### src/rtl/router_pkg.sv
`default_nettype none
// ============================================================================
// Module      : router_pkg
// Description : Shared mesh-router definitions (channel indices, arbiter FSM).
// Revision    : 1.0 - initial release
// ============================================================================
package router_pkg;

  localparam int CH_LOCAL = 0;
  localparam int CH_NORTH = 1;  // target_y < own
  localparam int CH_EAST  = 2;  // target_x > own
  localparam int CH_SOUTH = 3;  // target_y > own
  localparam int CH_WEST  = 4;  // target_x < own

  typedef enum logic [0:0] {
    IDLE   = 1'b0,
    LOCKED = 1'b1
  } arb_state_t;

  // Index following idx in a ring of n entries.
  function automatic int rr_next(input int idx, input int n);
    return (idx >= n - 1) ? 0 : idx + 1;
  endfunction

endpackage : router_pkg
`default_nettype wire

### src/rtl/rr_arbiter.sv
`default_nettype none
// ============================================================================
// Module      : rr_arbiter
// Description : Rotating-priority picker; owns the round-robin pointer.
// Revision    : 1.0 - initial release
// ============================================================================
module rr_arbiter
  import router_pkg::*;
#(
  parameter int CHANNEL_NUMBER       = 5,
  parameter int CHANNEL_NUMBER_WIDTH = (CHANNEL_NUMBER > 1) ? $clog2(CHANNEL_NUMBER) : 1
) (
  input  logic                            clk,
  input  logic                            rst,
  input  logic [CHANNEL_NUMBER-1:0]       req_i,
  input  logic                            advance_i,
  input  logic [CHANNEL_NUMBER_WIDTH-1:0] winner_i,
  output logic [CHANNEL_NUMBER_WIDTH-1:0] pick_o,
  output logic                            any_req_o
);

  localparam int c_W = CHANNEL_NUMBER_WIDTH;

  logic [c_W-1:0] rr_ptr_q;
  logic [c_W-1:0] rr_ptr_d;
  logic [c_W-1:0] w_pick;

  function automatic logic [c_W-1:0] ring_idx(input logic [c_W-1:0] base, input int k);
    int s;
    s = int'(base) + k;
    if (s >= CHANNEL_NUMBER) s = s - CHANNEL_NUMBER;
    return c_W'(s);
  endfunction

  always_comb begin
    rr_ptr_d = rr_ptr_q;
    if (advance_i) rr_ptr_d = c_W'(rr_next(int'(winner_i), CHANNEL_NUMBER));
  end

  always_ff @(posedge clk) begin
    if (rst) rr_ptr_q <= '0;
    else     rr_ptr_q <= rr_ptr_d;
  end

  // Walk from the farthest offset back to the pointer so the nearest requester wins.
  always_comb begin
    w_pick = rr_ptr_q;
    for (int k = CHANNEL_NUMBER - 1; k >= 0; k--) begin
      if (req_i[ring_idx(rr_ptr_q, k)]) w_pick = ring_idx(rr_ptr_q, k);
    end
  end

  assign pick_o    = w_pick;
  assign any_req_o = |req_i;

endmodule : rr_arbiter
`default_nettype wire

### src/rtl/output_arbiter.sv
`default_nettype none
// ============================================================================
// Module      : output_arbiter
// Description : Packet-granular round-robin merge of AXI-Stream inputs.
// Revision    : 1.0 - initial release
// ============================================================================
module output_arbiter
  import router_pkg::*;
#(
  parameter int DATA_WIDTH           = 32,
  parameter int ID_WIDTH             = 4,
  parameter int DEST_WIDTH           = 4,
  parameter int USER_WIDTH           = 4,
  parameter int CHANNEL_NUMBER       = 5,
  parameter int CHANNEL_NUMBER_WIDTH = (CHANNEL_NUMBER > 1) ? $clog2(CHANNEL_NUMBER) : 1,
  parameter bit USE_LIGHT_STREAM     = 1'b0
) (
  input  logic                                 clk,
  input  logic                                 rst,
  input  logic [CHANNEL_NUMBER-1:0]            in_tvalid_i,
  input  logic [CHANNEL_NUMBER*DATA_WIDTH-1:0] in_tdata_i,
  input  logic [CHANNEL_NUMBER-1:0]            in_tlast_i,
  input  logic [CHANNEL_NUMBER*ID_WIDTH-1:0]   in_tid_i,
  input  logic [CHANNEL_NUMBER*DEST_WIDTH-1:0] in_tdest_i,
  input  logic [CHANNEL_NUMBER*USER_WIDTH-1:0] in_tuser_i,
  output logic [CHANNEL_NUMBER-1:0]            in_tready_o,
  output logic                                 out_tvalid_o,
  output logic [DATA_WIDTH-1:0]                out_tdata_o,
  output logic                                 out_tlast_o,
  output logic [ID_WIDTH-1:0]                  out_tid_o,
  output logic [DEST_WIDTH-1:0]                out_tdest_o,
  output logic [USER_WIDTH-1:0]                out_tuser_o,
  input  logic                                 out_tready_i,
  output logic [CHANNEL_NUMBER_WIDTH-1:0]      grant_o,
  output logic                                 busy_o
);

  localparam int c_W = CHANNEL_NUMBER_WIDTH;

  arb_state_t     state_q;
  logic [c_W-1:0] grant_q;

  logic [c_W-1:0] w_pick;
  logic           w_any_req;
  logic           w_locked;
  logic           w_tvalid;
  logic           w_tlast;
  logic           w_advance;
  logic [DATA_WIDTH-1:0] w_tdata;

  assign w_locked  = (state_q == LOCKED);
  assign w_advance = w_locked & w_tvalid & out_tready_i & w_tlast;

  rr_arbiter #(
    .CHANNEL_NUMBER       (CHANNEL_NUMBER),
    .CHANNEL_NUMBER_WIDTH (CHANNEL_NUMBER_WIDTH)
  ) u_rr_arbiter (
    .clk       (clk),
    .rst       (rst),
    .req_i     (in_tvalid_i),
    .advance_i (w_advance),
    .winner_i  (grant_q),
    .pick_o    (w_pick),
    .any_req_o (w_any_req)
  );

  // Grant is held from the first beat to the TLAST handshake; bubbles keep the lock.
  always_ff @(posedge clk) begin
    if (rst) begin
      state_q <= IDLE;
      grant_q <= '0;
    end else begin
      case (state_q)
        IDLE: begin
          if (w_any_req) begin
            grant_q <= w_pick;
            state_q <= LOCKED;
          end
        end
        LOCKED: begin
          if (w_advance) state_q <= IDLE;
        end
        default: state_q <= IDLE;
      endcase
    end
  end

  always_comb begin
    w_tvalid = 1'b0;
    w_tlast  = 1'b0;
    w_tdata  = '0;
    for (int c = 0; c < CHANNEL_NUMBER; c++) begin
      if (w_locked && (grant_q == c_W'(c))) begin
        w_tvalid = in_tvalid_i[c];
        w_tlast  = in_tlast_i[c];
        w_tdata  = in_tdata_i[c*DATA_WIDTH +: DATA_WIDTH];
      end
    end
  end

  always_comb begin
    in_tready_o = '0;
    for (int c = 0; c < CHANNEL_NUMBER; c++) begin
      in_tready_o[c] = w_locked & (grant_q == c_W'(c)) & out_tready_i;
    end
  end

  generate
    if (USE_LIGHT_STREAM) begin : g_light
      assign out_tid_o   = '0;
      assign out_tdest_o = '0;
      assign out_tuser_o = '0;
    end else begin : g_sideband
      logic [ID_WIDTH-1:0]   w_tid;
      logic [DEST_WIDTH-1:0] w_tdest;
      logic [USER_WIDTH-1:0] w_tuser;

      always_comb begin
        w_tid   = '0;
        w_tdest = '0;
        w_tuser = '0;
        for (int c = 0; c < CHANNEL_NUMBER; c++) begin
          if (w_locked && (grant_q == c_W'(c))) begin
            w_tid   = in_tid_i[c*ID_WIDTH +: ID_WIDTH];
            w_tdest = in_tdest_i[c*DEST_WIDTH +: DEST_WIDTH];
            w_tuser = in_tuser_i[c*USER_WIDTH +: USER_WIDTH];
          end
        end
      end

      assign out_tid_o   = w_tid;
      assign out_tdest_o = w_tdest;
      assign out_tuser_o = w_tuser;
    end
  endgenerate

  assign out_tvalid_o = w_tvalid;
  assign out_tdata_o  = w_tdata;
  assign out_tlast_o  = w_tlast;
  assign grant_o      = grant_q;
  assign busy_o       = w_locked;

endmodule : output_arbiter
`default_nettype wire
### config.mk
export PLATFORM = sky130hd
export DESIGN_NAME = output_arbiter
export DESIGN_NICKNAME = d
export VERILOG_FILES = /design/src/rtl/router_pkg.sv /design/src/rtl/rr_arbiter.sv /design/src/rtl/output_arbiter.sv
export SDC_FILE = /design/constraint.sdc
export NUM_CORES = 1
export LEC_CHECK = 0
export BUFFER_PORTS_ARGS = -buffer_cell sky130_fd_sc_hd__buf_4
export CORE_AREA = 2 2 112 114
export DETAILED_ROUTE_END_ITERATION = 16
export DIE_AREA = 0 0 114 116
export PLACE_DENSITY_LB_ADDON = 0.15
export SLEW_MARGIN = 0
export SYNTH_ARGS = -nofsm -noshare
export SYNTH_HDL_FRONTEND = slang
export SYNTH_HIERARCHICAL = 1
export SYNTH_SLANG_ARGS = --single-unit
export TNS_END_PERCENT = 50
### constraint.sdc
create_clock -name clk -period 3.51 [get_ports clk]
set_input_delay 0 -clock clk [delete_from_list [all_inputs] [get_ports clk]]
set_output_delay 0 -clock clk [all_outputs]
set_load 0.02 [all_outputs]
* Word-level counts from Yosys, hierarchy flattened
Index checks and enable logic that the tools add are counted.
Cells by class: add/subtract/negate cells 10, eq/ne operators 4, reduce and logical (&&, ||, !) cells 8, multiplexer cells 54, order comparisons 11, bitwise logic cells 14
Operators with widths (count):
- $mux W32 | 5
- $mux W4 | 15
- $mux W3 | 11
- $lt A3 B4 Y1 const B | 5
- $mux W1 | 17
- $ge A4 B3 Y1 const B | 4
- $bmux W1 S3 | 5
- $sub A3 B3 Y3 const B | 5
- $and A1 B1 Y1 | 13
- $add A3 B2 Y4 const B | 2
- $eq A3 B2 Y1 const B | 2
- $ge A3 B3 Y1 const B | 2
- $logic_and A1 B1 Y1 | 5
- $reduce_or A5 Y1 | 1
- $add A3 B1 Y4 const B | 1
- $add A3 B3 Y4 const B | 1
- $add A3 B1 Y3 const B | 1
- $eq A3 B1 Y1 const B | 1
- $eq A3 B3 Y1 const B | 1
- $logic_not A3 Y1 | 1
- $pmux W1 S2 | 1
- $reduce_and A2 Y1 | 1
- $not A1 Y1 | 1
Storage, ports and cells: output and inout port bits 55, flip-flop bits (word level) 7, bits of input ports 233

* Depth between registers and ports, before layout
depth after elaboration 12, depth in mapped cells 14

* By module
Netlist, hierarchy kept.
By module, submodules not included:
- output_arbiter | cells an instance 254, area each 1788.0 um^2, times used 1
- rr_arbiter | cells an instance 163, area each 1194.9 um^2, times used 1

* Worst setup path before layout
No wires, ideal clock.
kind register to register, start point register u_rr_arbiter.rr_ptr_q[0], end point register grant_q[0], in the netlist grant_o[0], library setup time 0.114 ns, period minus slack after synthesis 2.952 ns, path buffers 1, data arrival time 2.838 ns, stages on the path, launching flop included 15, setup slack 0.558 ns, data required time 3.396 ns, cell sequence dfxtp_1 -> buf_6 -> clkinv_1 -> ha_1 -> inv_1 -> fa_1 -> nor2_4 -> xnor2_1 -> mux2_2 -> a311oi_1 -> o21ai_1 -> o2111ai_1 -> a22oi_1 -> a21oi_1 -> nor2_1
Between the ends: longest elaborated chain between the ends 10, elaborated cells between the ends (all ways) 34, classes of those cells add/sub (9); order compare (5); mux (20)
RTL lines:
- start, declared | line rr_arbiter.sv:24 | logic [c_W-1:0] rr_ptr_q;
- start signal, assigned | line rr_arbiter.sv:42 | else rr_ptr_q <= rr_ptr_d;
- $add A3 B3 Y4 | line rr_arbiter.sv:30 | s = int'(base) + k;
- $ge A4 B3 Y1 or $sub A3 B3 Y3 (tied branches) | line rr_arbiter.sv:31 | if (s >= CHANNEL_NUMBER) s = s - CHANNEL_NUMBER;
- $mux W3 | line rr_arbiter.sv:31
- $bmux W1 S3 | line rr_arbiter.sv:49 | if (req_i[ring_idx(rr_ptr_q, k)]) w_pick = ring_idx(rr_ptr_q, k);
- $mux W1 (implied by the code) | line rr_arbiter.sv:49
- $mux W3 (4 in series) | line rr_arbiter.sv:49
- $mux W3 (*) | line rr_arbiter.sv:49
- net w_pick[0] | line output_arbiter.sv:43 | logic [c_W-1:0] w_pick;
- end signal, assigned | line output_arbiter.sv:76 | grant_q <= w_pick;
- end, declared | line output_arbiter.sv:41 | logic [c_W-1:0] grant_q;
The timed path passes the listed nets; every way through them passes the cells marked *. The select of a mux whose other input is x is not followed. A chain may end at the register's enable or synchronous reset.

* Final worst setup path
start point register u_rr_arbiter.rr_ptr_q[1], end point register grant_q[1], in the netlist grant_o[1]
The elaborated chain is that of the path after synthesis.

==> implementation parameters <==
Parameter                              Value

Clock network
  Clock-pin slew of the registers on the worst-case setup and hold paths ... 0.04 ns
  Post-CTS setup buffer count ... 0
  Cell chosen for the clock root ... clkbuf_16
  Maximum buffer depth of the clock tree ... 2
  Clock sink count ... 7
  Max H-tree Level ... 1
  CTS tree ... yes
  Worst-skew pair later-pin latency ... 0.23 ns
  CTS Buf Count ... 3

Detailed routing
  Total via count after detailed routing ... 4615
  Detailed Route Iter0 Violations ... 479
  DRC errors left ... 0
  Final ANT Viol Nets ... 0
  Routed WL per cell ... 22.38 um
  Total iterations of the first detailed-routing run ... 5
  Detail-routed via count per cell ... 5.501
  Total detailed-routing wirelength ... 18780 um

Cells and area
  Non-filler cells, final ... 839
  Post-layout util ... 44.80%
  Proportion of layout cells with a drive suffix above 1 ... 49.49%
  Total of fill cells in the finished design ... 1238
  Net count reported at finish ... 937
  Signed area change from the synthesized netlist to the final layout ... 78.90%

Placement
  Last weighted congestion value of the routability-driven placer ... 0.9426
  HPWL after detailed placement ... 15800 um
  # port buffers ... 287
  Post-Place Cells ... 833

Critical path
  Arrival time worst endpoint ... 3.26 ns
  Setup CP Type ... flop to flop
  Critical path required time ... 3.63 ns
  Launching element type of the critical path ... flop
  CP Capture Type ... flop
  Delay of the slowest critical-path stage ... 0.55 ns
  Cell at the slowest stage of the critical path ... fa_1
  Critical path cell sequence ... ha_1 -> inv_1 -> fa_1 -> nor2_4 -> xnor2_1 -> mux2_2 -> a311oi_1 -> o21ai_0 -> a31oi_1 -> o21ai_0 -> mux2i_1 -> nor2_1
  Crit path max fanout ... 8
  Dominant cell type by count on the critical path ... o21ai_0

Synth
  Cells after Synth ... 417
  Syn. warnings ... 6
  Post-synthesis cell type count ... 70
  Average cell area after synthesis ... 7.153 um2
  Share of flip-flops with an asynchronous set or reset after synthesis ... 0%
  Number of nets produced by synthesis ... 662
  Post-synth EDFFs ... 0
  Flop and latch count out of synthesis ... 7
  Largest cells by area after synthesis ... a22oi_1, a31oi_1, nor2_1
  Post-Synthesis Cell Area ... 2983 um2
  Largest area contributor in the netlist ... a22oi_1
  Primary flip-flop cell chosen by synthesis mapping ... dfxtp_1
  Share of the synthesized area in the top cell type ... 20.13%
  Sequential share of the synthesized area ... 4.698%
  Cell with the most instances after synthesis ... a22oi_1
  Most instantiated cells after synthesis ... a22oi_1, nor2_1, a31oi_1

STA
  Setup Total Neg Slack ... 0 ns
  Worst-case headroom to the max-slew limit ... 50.78%
  Number of pins with negative max-slew slack in the final report ... 0
  Post-layout minimum cycle time ... 3.131 ns
  Actual slew at the worst max-slew pin ... 0.7359 ns
  Maximum achievable frequency ... 0.3193 GHz
  Final setup fails ... 0
  Setup repair after global routing missed its margin ... false
  Tcrit/Tclk final ... 89.22%
  Endpoints failing hold ... 0
  Worst Skew ... 0.002688 ns

Die
  Vertical die dimension ... 116 um
  Placeable Area ... 11910 um2
  Placement row count ... 40
  Chip width ... 114 um
  Initial cell density of the core ... 25.04%
  Full die area ... 13220 um2
  Top-level I/O count ... 288

Power
  Internal power ... 0.6060 mW
  Share of total power in the clock network ... 19.3%
  Maximum VDD drop ... 0.0001455 V
  Net load switching power ... 0.4226 mW
  Switching part of the total power ... 41.09%
  Part of the total power dissipated in combinational logic ... 71.3%
  Sequential fraction of design power ... 9.4%
  P per Cell Area ... 192.8 nW/um2
  Static leakage ... 2.440 nW

GRT
  Number of antenna violations at the first check in global routing ... 2
  Pin count of the biggest net entering global routing ... 46
  Vias in the first global route ... 4343
  Combined global-route utilization of all metal layers ... 26.02%
  Remaining global-route overflow ... 0
  Global-route wire length before repair ... 26060 um

Outcome
  Result of the run ... finished, final reports clean

Flow run
  Number of max-cap violations ... 0

Hold path
  Type of the worst min-delay path ... input pin to flop
==> final timing paths <==
kind	from	endpoint	slack [ns]	cells past startpoint
max	u_rr_arbiter/rr_ptr_q[1]$_SDFFE_PP0P_	grant_o[1]$_SDFFE_PP0P_	0.38	12
max reg2reg	u_rr_arbiter/rr_ptr_q[1]$_SDFFE_PP0P_	grant_o[1]$_SDFFE_PP0P_	0.38	12
min reg2reg	grant_o[2]$_SDFFE_PP0P_	grant_o[2]$_SDFFE_PP0P_	0.73	2
min	in_tvalid_i[4]	busy_o$_SDFF_PP0_	0.22	3
==> worst max-delay path, delay by kind of cell, from the launching register on <==
| family | cells | cell delay, ns |
|---|---|---|
| adders and majority gates | 2 | 0.78 |
| and+or+nand+nor | 2 | 0.22 |
| xor gates and xnor gates | 1 | 0.16 |
| muxes | 2 | 0.51 |
| AOI/OAI and AO/OA | 4 | 0.80 |
| DFF | 1 | 0.50 |
| buffers and inverters | 1 | 0.06 |
==> layout by cell type (no fill, tap or decap), types with 4 or more instances in the layout <==
cell type	count
a21oi_1	12
a31oi_1	50
a22oi_1	80
ha_1	11
nor2_1	66
nand2_1	13
mux2i_1	10
buf_4	302
inv_1	13
o21ai_0	13
nor2b_1	5
dfxtp_1	7
nor4_1	4
o22ai_1	4
nor3b_1	4
and2_1	5
nor3_1	5
a22oi_2	11
nand2b_1	7
==> power by group through the flow <==
stage / logic (mW) / registers (mW) / clock network (mW)
2_1_floorplan: 0.322 / 0.0916 / 0
3_3_place_gp: 0.722 / 0.0980 / 0
3_5_place_dp: 0.723 / 0.0982 / 0
4_1_cts: 0.729 / 0.0971 / 0.199
5_1_grt: 0.775 / 0.0981 / 0.204
6_report: 0.734 / 0.0970 / 0.198
==> final cells by class <==
class | instances | area [um2] | area share (%)
Clock buffer | 4 | 78.83 | 1.477
Sequential cell | 7 | 140.1 | 2.626
Tap cell | 147 | 183.9 | 3.447
Inverter | 15 | 61.31 | 1.149
Antenna cell | 1 | 2.502 | 0.04689
Timing Repair Buffer | 306 | 2337 | 43.80
Multi-Input combinational cell | 359 | 2532 | 47.46
==> sequential cells by signal, summed over array words and instances (netlist names) <==
| signal | cells |
|---|---|
| grant_o | 3 |
| busy_o | 1 |
| u_rr_arbiter/rr_ptr_q | 3 |
==> routing by layer <==
metal / wire [um] / up-vias / GRT usage, %
met5: 0 / - / 0
met3: 2323 / 20 / 9.885
met1: 7876 / 2131 / 34.85
met4: 308 / 0 / 3.821
li1: - / 2189 / -
met2: 8267 / 275 / 40.75
==> kinds of logic (layout without fill, tap and decap cells) <==
logic type | Yosys count | count (layout) | synth area share (%)
adder cells (fa/ha/maj) | 12 | 12 | 5.285
other | 0 | 1 | 0
flip-flops | 7 | 7 | 4.698
buffers and inverters | 51 | 325 | 10.40
AO/OA/AOI/OAI | 194 | 194 | 47.86
multiplexers | 15 | 15 | 6.502
XOR/XNOR | 3 | 3 | 0.8810
AND/OR/NAND/NOR | 135 | 135 | 24.37
==> metrics by stage <==
stage | hold WS, ns | total power, mW | area (um2) | setup slack [ns]
5_1_grt | 0.2428 | 1.078 | 5334 | 0.1922
3_5_place_dp | 0.2391 | 0.8214 | 5245 | 0.4163
4_1_cts | 0.2300 | 1.025 | 5334 | 0.4039
2_1_floorplan | 0.06907 | 0.4131 | 2983 | 0.5583
3_3_place_gp | 0.2418 | 0.8203 | 5245 | 0.4618
6_report | 0.2163 | 1.029 | 5336 | 0.3785
==> what timing repair did <==
| item | CTS | global route |
|---|---|---|
| hold endpoints to repair | 2 | 0 |
| setup endpoints to repair | 0 | 0 |
| gates resized for setup | 0 | 0 |
| hold buffers | 1 | 0 |
(Power assumes the default switching activity.)
